`src/rtl/motoro3_pwm_multi.sv`:
```
// motoro3_pwm_multi: N-channel complementary PWM with on-time carry, dead time,
// edge/centre alignment and per-period on-time measurement. State moves on negedge clk.
// Ports: clk, nRst (async low), pwmActive, alignMode, periodLen, minOn, deadTime,
//   dutyIn/dutyValid/dutyReady (duty handshake), periodStart, pwmH/pwmL (gates), onReal.
module motoro3_pwm_multi #(
  parameter int CH  = 3,
  parameter int CW  = 12,
  parameter int DW  = 16,
  parameter int DTW = 6
) (
  input  logic            clk,
  input  logic            nRst,
  input  logic            pwmActive,
  input  logic            alignMode,
  input  logic [CW-1:0]   periodLen,
  input  logic [DW-1:0]   minOn,
  input  logic [DTW-1:0]  deadTime,
  input  logic [CH*DW-1:0] dutyIn,
  input  logic            dutyValid,
  output logic            dutyReady,
  output logic            periodStart,
  output logic [CH-1:0]   pwmH,
  output logic [CH-1:0]   pwmL,
  output logic [CH*DW-1:0] onReal
);

  localparam logic [DW+1:0] SAT = (DW+2)'({DW{1'b1}});

  logic            r_run, r_dir, r_mode, r_start, r_pendV;
  logic [CW-1:0]   r_cnt, r_P;
  logic [DW-1:0]   r_minOn;
  logic [DTW-1:0]  r_dt;
  logic [CH*DW-1:0] r_pend, r_act;

  logic            w_bnd, w_xfer, w_modeN, w_dirN;
  logic [CW-1:0]   w_P, w_PN, w_cntN, w_Pm1;
  logic [DW-1:0]   w_minN;
  logic [DTW-1:0]  w_dtN;
  logic [CH*DW-1:0] w_actN;

  assign w_Pm1  = r_P - CW'(1);
  // Inactive->active is handled as a boundary so the first period starts cleanly.
  assign w_bnd  = ~r_run | (r_mode ? (r_dir & (r_cnt == '0))
                                   : (r_cnt == w_Pm1));
  assign w_P    = (periodLen < CW'(2)) ? CW'(2) : periodLen;
  assign w_PN   = w_bnd ? w_P : r_P;
  assign w_modeN = w_bnd ? alignMode : r_mode;
  assign w_minN = w_bnd ? minOn : r_minOn;
  assign w_dtN  = w_bnd ? deadTime : r_dt;
  assign w_xfer = dutyValid & ~r_pendV;

  assign dutyReady   = ~r_pendV;
  assign periodStart = r_start;

  always_comb begin
    w_cntN = '0;
    w_dirN = 1'b0;
    if (w_bnd) begin
      w_cntN = '0;
    end else if (!r_mode) begin
      w_cntN = r_cnt + CW'(1);
    end else if (!r_dir) begin
      // Top of the up-leg repeats P-1 as the first down-leg tick.
      w_dirN = (r_cnt == w_Pm1);
      w_cntN = w_dirN ? r_cnt : r_cnt + CW'(1);
    end else begin
      w_dirN = 1'b1;
      w_cntN = r_cnt - CW'(1);
    end
  end

  always_comb begin
    w_actN = r_act;
    if (w_bnd) begin
      if (w_xfer)       w_actN = dutyIn;
      else if (r_pendV) w_actN = r_pend;
    end
  end

  always_ff @(negedge clk or negedge nRst) begin
    if (!nRst) begin
      r_run <= 1'b0; r_dir <= 1'b0; r_mode <= 1'b0; r_start <= 1'b0;
      r_pendV <= 1'b0; r_cnt <= '0; r_P <= CW'(2); r_minOn <= '0;
      r_dt <= '0; r_pend <= '0; r_act <= '0;
    end else if (!pwmActive) begin
      r_run <= 1'b0; r_dir <= 1'b0; r_mode <= 1'b0; r_start <= 1'b0;
      r_pendV <= 1'b0; r_cnt <= '0; r_P <= CW'(2); r_minOn <= '0;
      r_dt <= '0; r_pend <= '0; r_act <= '0;
    end else begin
      r_run   <= 1'b1;
      r_cnt   <= w_cntN;
      r_dir   <= w_dirN;
      r_start <= w_bnd;
      r_P     <= w_PN;
      r_mode  <= w_modeN;
      r_minOn <= w_minN;
      r_dt    <= w_dtN;
      r_act   <= w_actN;
      if (w_bnd) begin
        r_pendV <= 1'b0;
      end else if (w_xfer) begin
        r_pendV <= 1'b1;
        r_pend  <= dutyIn;
      end
    end
  end

  for (genvar k = 0; k < CH; k++) begin : g_ch
    logic [DW-1:0]  r_rem, r_on, r_hc, r_onReal;
    logic [DTW-1:0] r_age;
    logic           r_raw, r_H, r_L;

    logic [DW+1:0]  w_sum, w_pmax, w_len, w_rem0, w_rem1;
    logic [DW-1:0]  w_remS, w_onB, w_onN, w_remN, w_hcSum;
    logic [DTW-1:0] w_ageN;
    logic           w_short, w_rawN, w_edge, w_ok;

    assign w_sum   = (DW+2)'(w_actN[k*DW +: DW]) + (DW+2)'(r_rem);
    assign w_pmax  = w_modeN ? (DW+2)'({w_PN, 1'b0}) : (DW+2)'(w_PN);
    assign w_short = (w_sum != '0) & (w_sum < (DW+2)'(w_minN));
    assign w_len   = w_short ? '0 : ((w_sum < w_pmax) ? w_sum : w_pmax);
    assign w_rem0  = w_sum - w_len;
    // Centre mode can only place an even count; the odd tick is carried.
    assign w_rem1  = w_rem0 + (DW+2)'(w_modeN & w_len[0]);
    assign w_remS  = (w_rem1 > SAT) ? '1 : w_rem1[DW-1:0];
    assign w_onB   = w_modeN ? w_len[DW:1] : w_len[DW-1:0];
    assign w_onN   = w_bnd ? w_onB : r_on;
    assign w_remN  = w_bnd ? w_remS : r_rem;

    assign w_rawN = w_modeN
      ? ((DW+1)'(w_cntN) + (DW+1)'(w_onN) >= (DW+1)'(w_PN))
      : (DW'(w_cntN) < w_onN);

    // Leaving coast counts as an edge so the low side also waits dead time.
    assign w_edge  = (w_rawN != r_raw) | ~r_run;
    assign w_ageN  = w_edge ? '0 : ((&r_age) ? r_age : r_age + DTW'(1));
    assign w_ok    = (w_ageN >= w_dtN);
    assign w_hcSum = r_hc + DW'(r_raw);

    assign pwmH[k] = r_H;
    assign pwmL[k] = r_L;
    assign onReal[k*DW +: DW] = r_onReal;

    always_ff @(negedge clk or negedge nRst) begin
      if (!nRst) begin
        r_rem <= '0; r_on <= '0; r_hc <= '0; r_onReal <= '0;
        r_age <= '0; r_raw <= 1'b0; r_H <= 1'b0; r_L <= 1'b0;
      end else if (!pwmActive) begin
        r_rem <= '0; r_on <= '0; r_hc <= '0; r_onReal <= '0;
        r_age <= '0; r_raw <= 1'b0; r_H <= 1'b0; r_L <= 1'b0;
      end else begin
        r_rem <= w_remN;
        r_on  <= w_onN;
        r_raw <= w_rawN;
        r_age <= w_ageN;
        r_H   <= w_rawN & w_ok;
        r_L   <= ~w_rawN & w_ok;
        r_hc  <= w_bnd ? '0 : w_hcSum;
        if (w_bnd) r_onReal <= w_hcSum;
      end
    end
  end

endmodule

```
`config.mk`:
```
export PLATFORM = sky130hd
export DESIGN_NAME = motoro3_pwm_multi
export DESIGN_NICKNAME = d
export VERILOG_FILES = /design/src/rtl/motoro3_pwm_multi.sv
export SDC_FILE = /design/constraint.sdc
export NUM_CORES = 1
export LEC_CHECK = 0
export ABC_AREA = 1
export CAP_MARGIN = 20
export CELL_PAD_IN_SITES_DETAIL_PLACEMENT = 2
export CELL_PAD_IN_SITES_GLOBAL_PLACEMENT = 2
export CORE_UTILIZATION = 40
export CTS_BUF_LIST = sky130_fd_sc_hd__clkbuf_8
export DETAILED_ROUTE_END_ITERATION = 10
export DONT_BUFFER_PORTS = 1
export PLACE_DENSITY = 0.95
export SLEW_MARGIN = 20
export SYNTH_ARGS = -nofsm -noshare
export SYNTH_HDL_FRONTEND = slang
export SYNTH_SLANG_ARGS = --single-unit
```
`constraint.sdc`:
```
create_clock -name clk -period 33.6 [get_ports clk]
set_clock_uncertainty 0.15 [all_clocks]
set_input_delay 5.04 -clock clk [delete_from_list [all_inputs] [get_ports clk]]
set_output_delay 5.04 -clock clk [all_outputs]
set_load 0.01 [all_outputs]
```
# == Word level (Yosys, flattened, before mapping) ==
# Index checks and enable logic that the tools add are counted.
# word_totals
reg_bits,366
input_bits,87
elab_cells,203
# op_classes
addsub,21
order_cmp,19
eq_ne,8
muxes,89
bitwise_logic,23
n_reduce_logical,8
# op_table
operator,count
$mux 16,32
$mux 48,7
$mux 12,8
$mux 18,4
$mux 6,11
$add 18x1->18,3
$gt 18x16->1 const B,3
$reduce_bool 18->1,3
$add 12x16->17,3
$add 16x16->17,3
$ge 17x12->1,3
$lt 17x16->1,3
$add 16x1->16,3
$lt 12x16->1,3
$lt 17x18->1,2
$sub 17x18->18,2
$mux 17,2
$mux 1,24
$sub 12x1->12 const B,2
$add 6x1->6 const B,3
$ge 6x6->1,3
$reduce_and 6->1,3
$sub 17x17->18,1
$lt 17x13->1,1
13 further kinds,36

# == Logic depth before layout (Yosys ltp) ==
# Gate-level depths: netlist (run 1).
# depth
depth_word,20
depth_mapped,80
mapped_depth_nobuf,75

==> impl_summary.log, run 1 <==
[metrics] worst path required time: 17.10 ns
[metrics] maximum buffer depth of the clock tree: 3
[metrics] average footprint of a synthesized cell: 7.63 um2
[metrics] cells after synthesis: 3802
[metrics] maximum net fanout on the critical path: 24
[metrics] clock latency on the worst-skew pair: 0.72 ns
[metrics] routed wire length per instance: 34.8 um
[metrics] via count: 32500
[metrics] iteration count of the initial detailed-routing pass: 5
[metrics] dpl hpwl: 97600 um
[metrics] setup slack after layout: -0.958 ns
[metrics] commonest non-fill, non-tap cells in the layout: sky130_fd_sc_hd__nand2_1 (640), sky130_fd_sc_hd__inv_1 (508), sky130_fd_sc_hd__nor2_1 (397)
[metrics] via-per-instance ratio: 6.73
[metrics] Slowest cell on crit path: sky130_fd_sc_hd__a211oi_1
[metrics] area delta synth->final: 9.45%
[metrics] starting density of the core: 0.405
[metrics] register-to-register path setup slack: 17.96 ns
[metrics] die boundary height: 271 um
[metrics] clock input transition at the sequential cells of the worst setup and hold paths: 0.05 ns
[metrics] Post-synth EDFFs: 0
[metrics] violations in the final reports: setup timing
[metrics] sort of element at the start of the critical path: input pin
[metrics] # hold bufs at CTS: 0
[metrics] power density over the cells: 122 nW/um2
[metrics] area of the die: 73600 um2
[metrics] Distinct cells, synth: 69
[metrics] fin nets: 4284
[metrics] sequential share of the synthesized area: 0.316
[metrics] number of DRC markers after the initial detailed-route iteration: 3296
[metrics] I/O pin count: 143
[metrics] wire length of the first global-routing pass: 233000 um
[metrics] TritonCTS buffer count: 73
[metrics] Worst Path Arrival: 18.06 ns
[metrics] antenna violations before repair: 8
[metrics] overall power of the completed layout: 3.87 mW
[metrics] ys async rst share: 1.00
[metrics] number of remaining DRC errors: 0
[metrics] TritonCTS clock tree: done
[metrics] H-tree levels: 3
[metrics] Reg2Reg Depth: 68
[metrics] run status: finished with violations
[metrics] CTS Root Cell: sky130_fd_sc_hd__clkbuf_8
[metrics] path type of the worst setup path: input pin to flip-flop
[metrics] die extent in x: 271 um
[metrics] number of warnings issued by yosys: 0
[metrics] Final GP Congestion: 0.900
[metrics] post-placement worst setup slack: 0.0538 ns
[metrics] type of the worst min-delay path: flip-flop to flip-flop
[metrics] most common cell after layout, fill and taps aside: sky130_fd_sc_hd__nand2_1
[metrics] clk sinks: 366
[metrics] hold violation total from the final report: 0
[metrics] Std-Cell Core Area: 71600 um2
[metrics] end-of-flow core utilization: 0.444
[metrics] standby leakage power: 16.2 nW
[metrics] number of global-route vias before repair: 35600
[metrics] global-route usage over all layers: 0.416
[metrics] total of flip-flops plus latches after synthesis: 366
[metrics] IR Drop Worst-Case VDD: 0.0668 mV
[metrics] Max Slew Vio Count: 0
[metrics] sort of element at the end of the critical path: flip-flop
[metrics] worst slew margin relative to its limit: 0.152
[metrics] Setup TNS Final: -1.91 ns
[metrics] cell area after technology mapping: 29000 um2
[metrics] layout cells sized above 1: 0.0798
[metrics] transition time of the tightest slew-check pin: 1.27 ns
[metrics] DRT Wirelength: 168000 um
[metrics] Port-buffer cells: 0
[metrics] count of final setup violators: 2
[metrics] post-route ant nets: 0
[metrics] Remaining Overflow, GRT: 0
[metrics] Std-Cell Rows: 98
[metrics] delay of the slowest critical-path stage: 0.51 ns
[metrics] number of cells traversed by the worst hold path: 1
[metrics] most common flop cell mapped by yosys: sky130_fd_sc_hd__dfrtn_1
[metrics] total of max-cap violations: 0
[metrics] pin count of the biggest net entering global routing: 367
-- registers in the layout, indices dropped and copies added, names as in the netlist --
signal / flops
g_ch.r_H: 3
g_ch.r_L: 3
g_ch.r_age: 18
g_ch.r_hc: 48
g_ch.r_on: 48
g_ch.r_onReal: 48
g_ch.r_raw: 3
g_ch.r_rem: 48
periodStart: 1
r_P: 12
r_act: 48
r_cnt: 12
r_dir: 1
r_dt: 6
r_minOn: 16
r_mode: 1
r_pend: 48
r_pendV: 1
r_run: 1
-- path summary, 6_finish.rpt --
kind,endpoint,startpoint
max,g_ch[2].r_H,dutyValid
min,g_ch[1].r_rem[15],g_ch[1].r_rem[15]
max reg2reg,g_ch[2].r_H,r_P[1]
min reg2reg,g_ch[1].r_rem[15],g_ch[1].r_rem[15]
max in group asynchronous,g_ch[1].r_on[12],nRst
min in group asynchronous,r_act[9],nRst
-- layer usage --
layer	wire (um)	global-route usage
met5	46	0
met4	16100	0.303
met3	14300	0.103
met2	78200	0.706
met1	59200	0.453
-- cells by family (layout without fill, tap and decap cells) --
family          Yosys count  in the layout  share of synthesized area
compound gates          861            861                      0.178
xor+xnor                118            118                     0.0356
fa+ha+maj               381            381                      0.167
buf+inv                 644            701                     0.0870
flops                   366            366                      0.316
mux                      22             22                    0.00759
other cells               1             19                   0.000129
simple gates           1409           1410                      0.210
-- critical path: cells and delay by family --
kind / cells / cell delay, ns
and+or+nand+nor: 25 / 3.58
adders and majority gates: 5 / 1.66
xor gates and xnor gates: 2 / 0.48
AOI/OAI and AO/OA: 21 / 5.63
buffers and inverters: 7 / 1.58
-- synth_stat cells (37+ instances only) --
| master | number | area, um2 |
|---|---|---|
| sky130_fd_sc_hd__nand2_1 | 642 | 2410 |
| sky130_fd_sc_hd__inv_1 | 488 | 1830 |
| sky130_fd_sc_hd__nor2_1 | 399 | 1500 |
| sky130_fd_sc_hd__ha_1 | 372 | 4650 |
| sky130_fd_sc_hd__dfrtn_1 | 365 | 9130 |
| sky130_fd_sc_hd__o21ai_0 | 272 | 1360 |
| sky130_fd_sc_hd__a21oi_1 | 256 | 1280 |
| sky130_fd_sc_hd__nand3_1 | 174 | 871 |
| sky130_fd_sc_hd__xor2_1 | 81 | 709 |
| sky130_fd_sc_hd__clkbuf_1 | 74 | 278 |
| sky130_fd_sc_hd__a211oi_1 | 66 | 495 |
| sky130_fd_sc_hd__o21ai_1 | 65 | 325 |
| sky130_fd_sc_hd__nand4_1 | 52 | 325 |
| sky130_fd_sc_hd__nor3_1 | 46 | 230 |
| sky130_fd_sc_hd__o21bai_1 | 46 | 345 |
| sky130_fd_sc_hd__xnor2_1 | 37 | 324 |
-- per-stage QoR --
step,cell area [um2],cells,hold slack [ns]
2_1_floorplan,29100,3813,0.266
3_3_place_gp,30000,4673,0.278
3_5_place_dp,30000,4674,0.288
4_1_cts,31600,4805,0.305
5_1_grt,31800,4823,0.330
6_report,31800,4828,0.307
-- final cells by class --
class | instances | area (um2)
inverter | 509 | 1920
timing repair buffer | 61 | 468
multi-input combinational | 2804 | 17500
clock inverter | 41 | 312
antenna | 7 | 17.5
tap | 950 | 1190
sequential | 366 | 9160
clock buffer | 90 | 1240
fill | 8072 | 39800
-- where the power goes --
part	total (mW)	internal (mW)	switching, mW
logic	2.79	0.855	1.93
clock network	0.537	0.270	0.267
registers	0.546	0.495	0.0516
total	3.87	1.62	2.25
-- timing repair --
item / CTS / global route
pin swaps: 1 / 3
setup endpoints to repair: 4 / 6
buffers inserted: 0 / 16
cloned: 1 / 0
resized for setup: 1 / 10
hold endpoints to repair: 0 / 0
(Power assumes the default switching activity.)
==> run 2, diff against run 1 <==
SKIP_CTS_REPAIR_TIMING = 1   (was unset)
==> impl_summary.log, run 2 (synthesis results as in run 1) <==
[metrics] area delta synth->final: 9.41% (about the same)
[metrics] type of the worst min-delay path: flip-flop to flip-flop
[metrics] power density over the cells: 126 nW/um2 (+3.7%)
[metrics] starting density of the core: 0.405 (unchanged)
[metrics] transition time of the tightest slew-check pin: 1.37 ns (+0.0982 ns)
[metrics] number of remaining DRC errors: 0 (unchanged)
[metrics] die extent in x: 271 um (unchanged)
[metrics] clock input transition at the sequential cells of the worst setup and hold paths: 0.05 ns (about the same)
[metrics] Remaining Overflow, GRT: 0 (unchanged)
[metrics] most common cell after layout, fill and taps aside: sky130_fd_sc_hd__nand2_1
[metrics] Worst Path Arrival: 17.64 ns (-0.42 ns)
[metrics] post-placement worst setup slack: 0.0538 ns (unchanged)
[metrics] Final GP Congestion: 0.900 (unchanged)
[metrics] worst path required time: 17.07 ns (-0.03 ns)
[metrics] most used cell along the critical path: sky130_fd_sc_hd__a21oi_1
[metrics] layout cells sized above 1: 0.0793 (-0.000476)
[metrics] commonest non-fill, non-tap cells in the layout: sky130_fd_sc_hd__nand2_1 (640), sky130_fd_sc_hd__inv_1 (508), sky130_fd_sc_hd__nor2_1 (397)
[metrics] TritonCTS buffer count: 73 (unchanged)
[metrics] DRT Wirelength: 177000 um (+5.7%)
[metrics] IR Drop Worst-Case VDD: 0.0571 mV (-15%)
[metrics] Std-Cell Core Area: 71600 um2 (unchanged)
[metrics] I/O pin count: 143 (unchanged)
[metrics] dpl hpwl: 97600 um (unchanged)
[metrics] final standard cell count with taps included and fillers excluded: 4826 (-0.041%)
[metrics] CTS Root Cell: sky130_fd_sc_hd__clkbuf_8
[metrics] delay of the slowest critical-path stage: 0.46 ns (-0.05 ns)
[metrics] path type of the worst setup path: input pin to flip-flop
[metrics] clk sinks: 366 (unchanged)
[metrics] TritonCTS clock tree: done
[metrics] wire length of the first global-routing pass: 232000 um (-0.19%)
[metrics] Std-Cell Rows: 98 (unchanged)
[metrics] Max Slew Vio Count: 0 (unchanged)
[metrics] Multi-input gate area: 17500 um2 (about the same)
[metrics] Setup TNS Final: -3.02 ns (-1.11 ns)
[metrics] sequential cell area: 9160 um2 (unchanged)
[metrics] clock latency on the worst-skew pair: 0.72 ns (about the same)
[metrics] violations in the final reports: setup timing
[metrics] total of max-cap violations: 0 (unchanged)
[metrics] iteration count of the initial detailed-routing pass: 8 (+3)
[metrics] run status: finished with violations
[metrics] sort of element at the end of the critical path: flip-flop
[metrics] routed wire length per instance: 36.8 um (+5.8%)
[metrics] maximum buffer depth of the clock tree: 3 (unchanged)
[metrics] post-route ant nets: 0 (unchanged)
[metrics] count of final setup violators: 6 (+4)
[metrics] sort of element at the start of the critical path: input pin
[metrics] via count: 33200 (+2.4%)
[metrics] overall power of the completed layout: 4.01 mW (+3.7%)
[metrics] H-tree levels: 3 (unchanged)
[metrics] global-route usage over all layers: 0.416 (-0.000743)
[metrics] Post-Place Cells: 4674 (unchanged)
[metrics] via-per-instance ratio: 6.89 (+2.4%)
[metrics] antenna violations before repair: 11 (+3)
[metrics] pin count of the biggest net entering global routing: 367 (unchanged)
[metrics] standby leakage power: 16.2 nW (about the same)
[metrics] fin nets: 4282 (-0.047%)
[metrics] number of global-route vias before repair: 35500 (-0.17%)
[metrics] final-layout fill cell count: 8096 (+0.30%)
[metrics] setup slack after layout: -0.573 ns (+0.385 ns)
[metrics] number of DRC markers after the initial detailed-route iteration: 3459 (+4.9%)
[metrics] worst slew margin relative to its limit: 0.0862 (-0.0655)
[metrics] Port-buffer cells: 0 (unchanged)
[metrics] area of the die: 73600 um2 (unchanged)
[metrics] Slowest cell on crit path: sky130_fd_sc_hd__a21oi_1
[metrics] die boundary height: 271 um (unchanged)
[metrics] hold violation total from the final report: 0 (unchanged)
[metrics] maximum net fanout on the critical path: 24 (unchanged)
-- run 2: cell count changes in the layout (fill, tap and decap cells not counted) --
cell / previous run / this run
sky130_fd_sc_hd__buf_4: 59 / 56
sky130_fd_sc_hd__a21boi_0: 6 / 5
sky130_fd_sc_hd__a21boi_1: 1 / 2
sky130_fd_sc_hd__buf_12: 1 / 2
sky130_fd_sc_hd__nand3_2: 8 / 9
sky130_fd_sc_hd__nand3_4: 2 / 1
sky130_fd_sc_hd__o21ai_0: 267 / 268
sky130_fd_sc_hd__o21ai_1: 68 / 67
-- run 2: cell type report --
class,count,share of cell area
Multi-Input combinational cell,2804,0.550
Sequential cell,366,0.288
Inverter,509,0.0604
Clock buffer,90,0.0390
Tap cell,950,0.0374
Timing Repair Buffer,59,0.0147
Clock inverter,41,0.00981
Antenna cell,7,0.000552
-- run 2: stage by stage --
step	hold WS, ns	instance area, um2	util
floorplan	0.266	29100	-
global placement	0.278	30000	0.419
detailed placement	0.288	30000	0.419
CTS	0.305	31600	0.441
global route	0.323	31700	0.443
finish	0.311	31800	0.443
-- run 2: worst paths after layout --
path | cells after the start | end | slack (ns) | start
max | 60 | g_ch[2].r_L | -0.57 | dutyValid
min | 1 | g_ch[1].r_rem[15] | 0.31 | g_ch[1].r_rem[15]
max reg2reg | 64 | g_ch[2].r_L | 18.31 | r_P[1]
min reg2reg | 1 | g_ch[1].r_rem[15] | 0.31 | g_ch[1].r_rem[15]
max in group asynchronous | 0 | r_P[2] | 11.80 | nRst
min in group asynchronous | 0 | r_pend[47] | 20.62 | nRst
-- run 2: metal layers --
layer | global-route usage | vias to the layer above | part of all wire
li1 | - | 12700 | -
met1 | 0.453 | 16600 | 0.35
met2 | 0.705 | 2658 | 0.45
met3 | 0.100 | 1273 | 0.096
met4 | 0.304 | 14 | 0.10
met5 | 0 | - | 0.00048
-- run 2: critical path: cells and delay by family --
kind	cells	cell delay [ns]
AOI/OAI and AO/OA	22	5.52
and+or+nand+nor	23	3.20
adders and majority gates	5	1.68
buffers and inverters	8	1.54
xor gates and xnor gates	2	0.60
-- run 2: power by group --
part           internal (mW)  switching, mW
sequential             0.495         0.0549
clock                  0.270          0.271
combinational          0.861           2.06
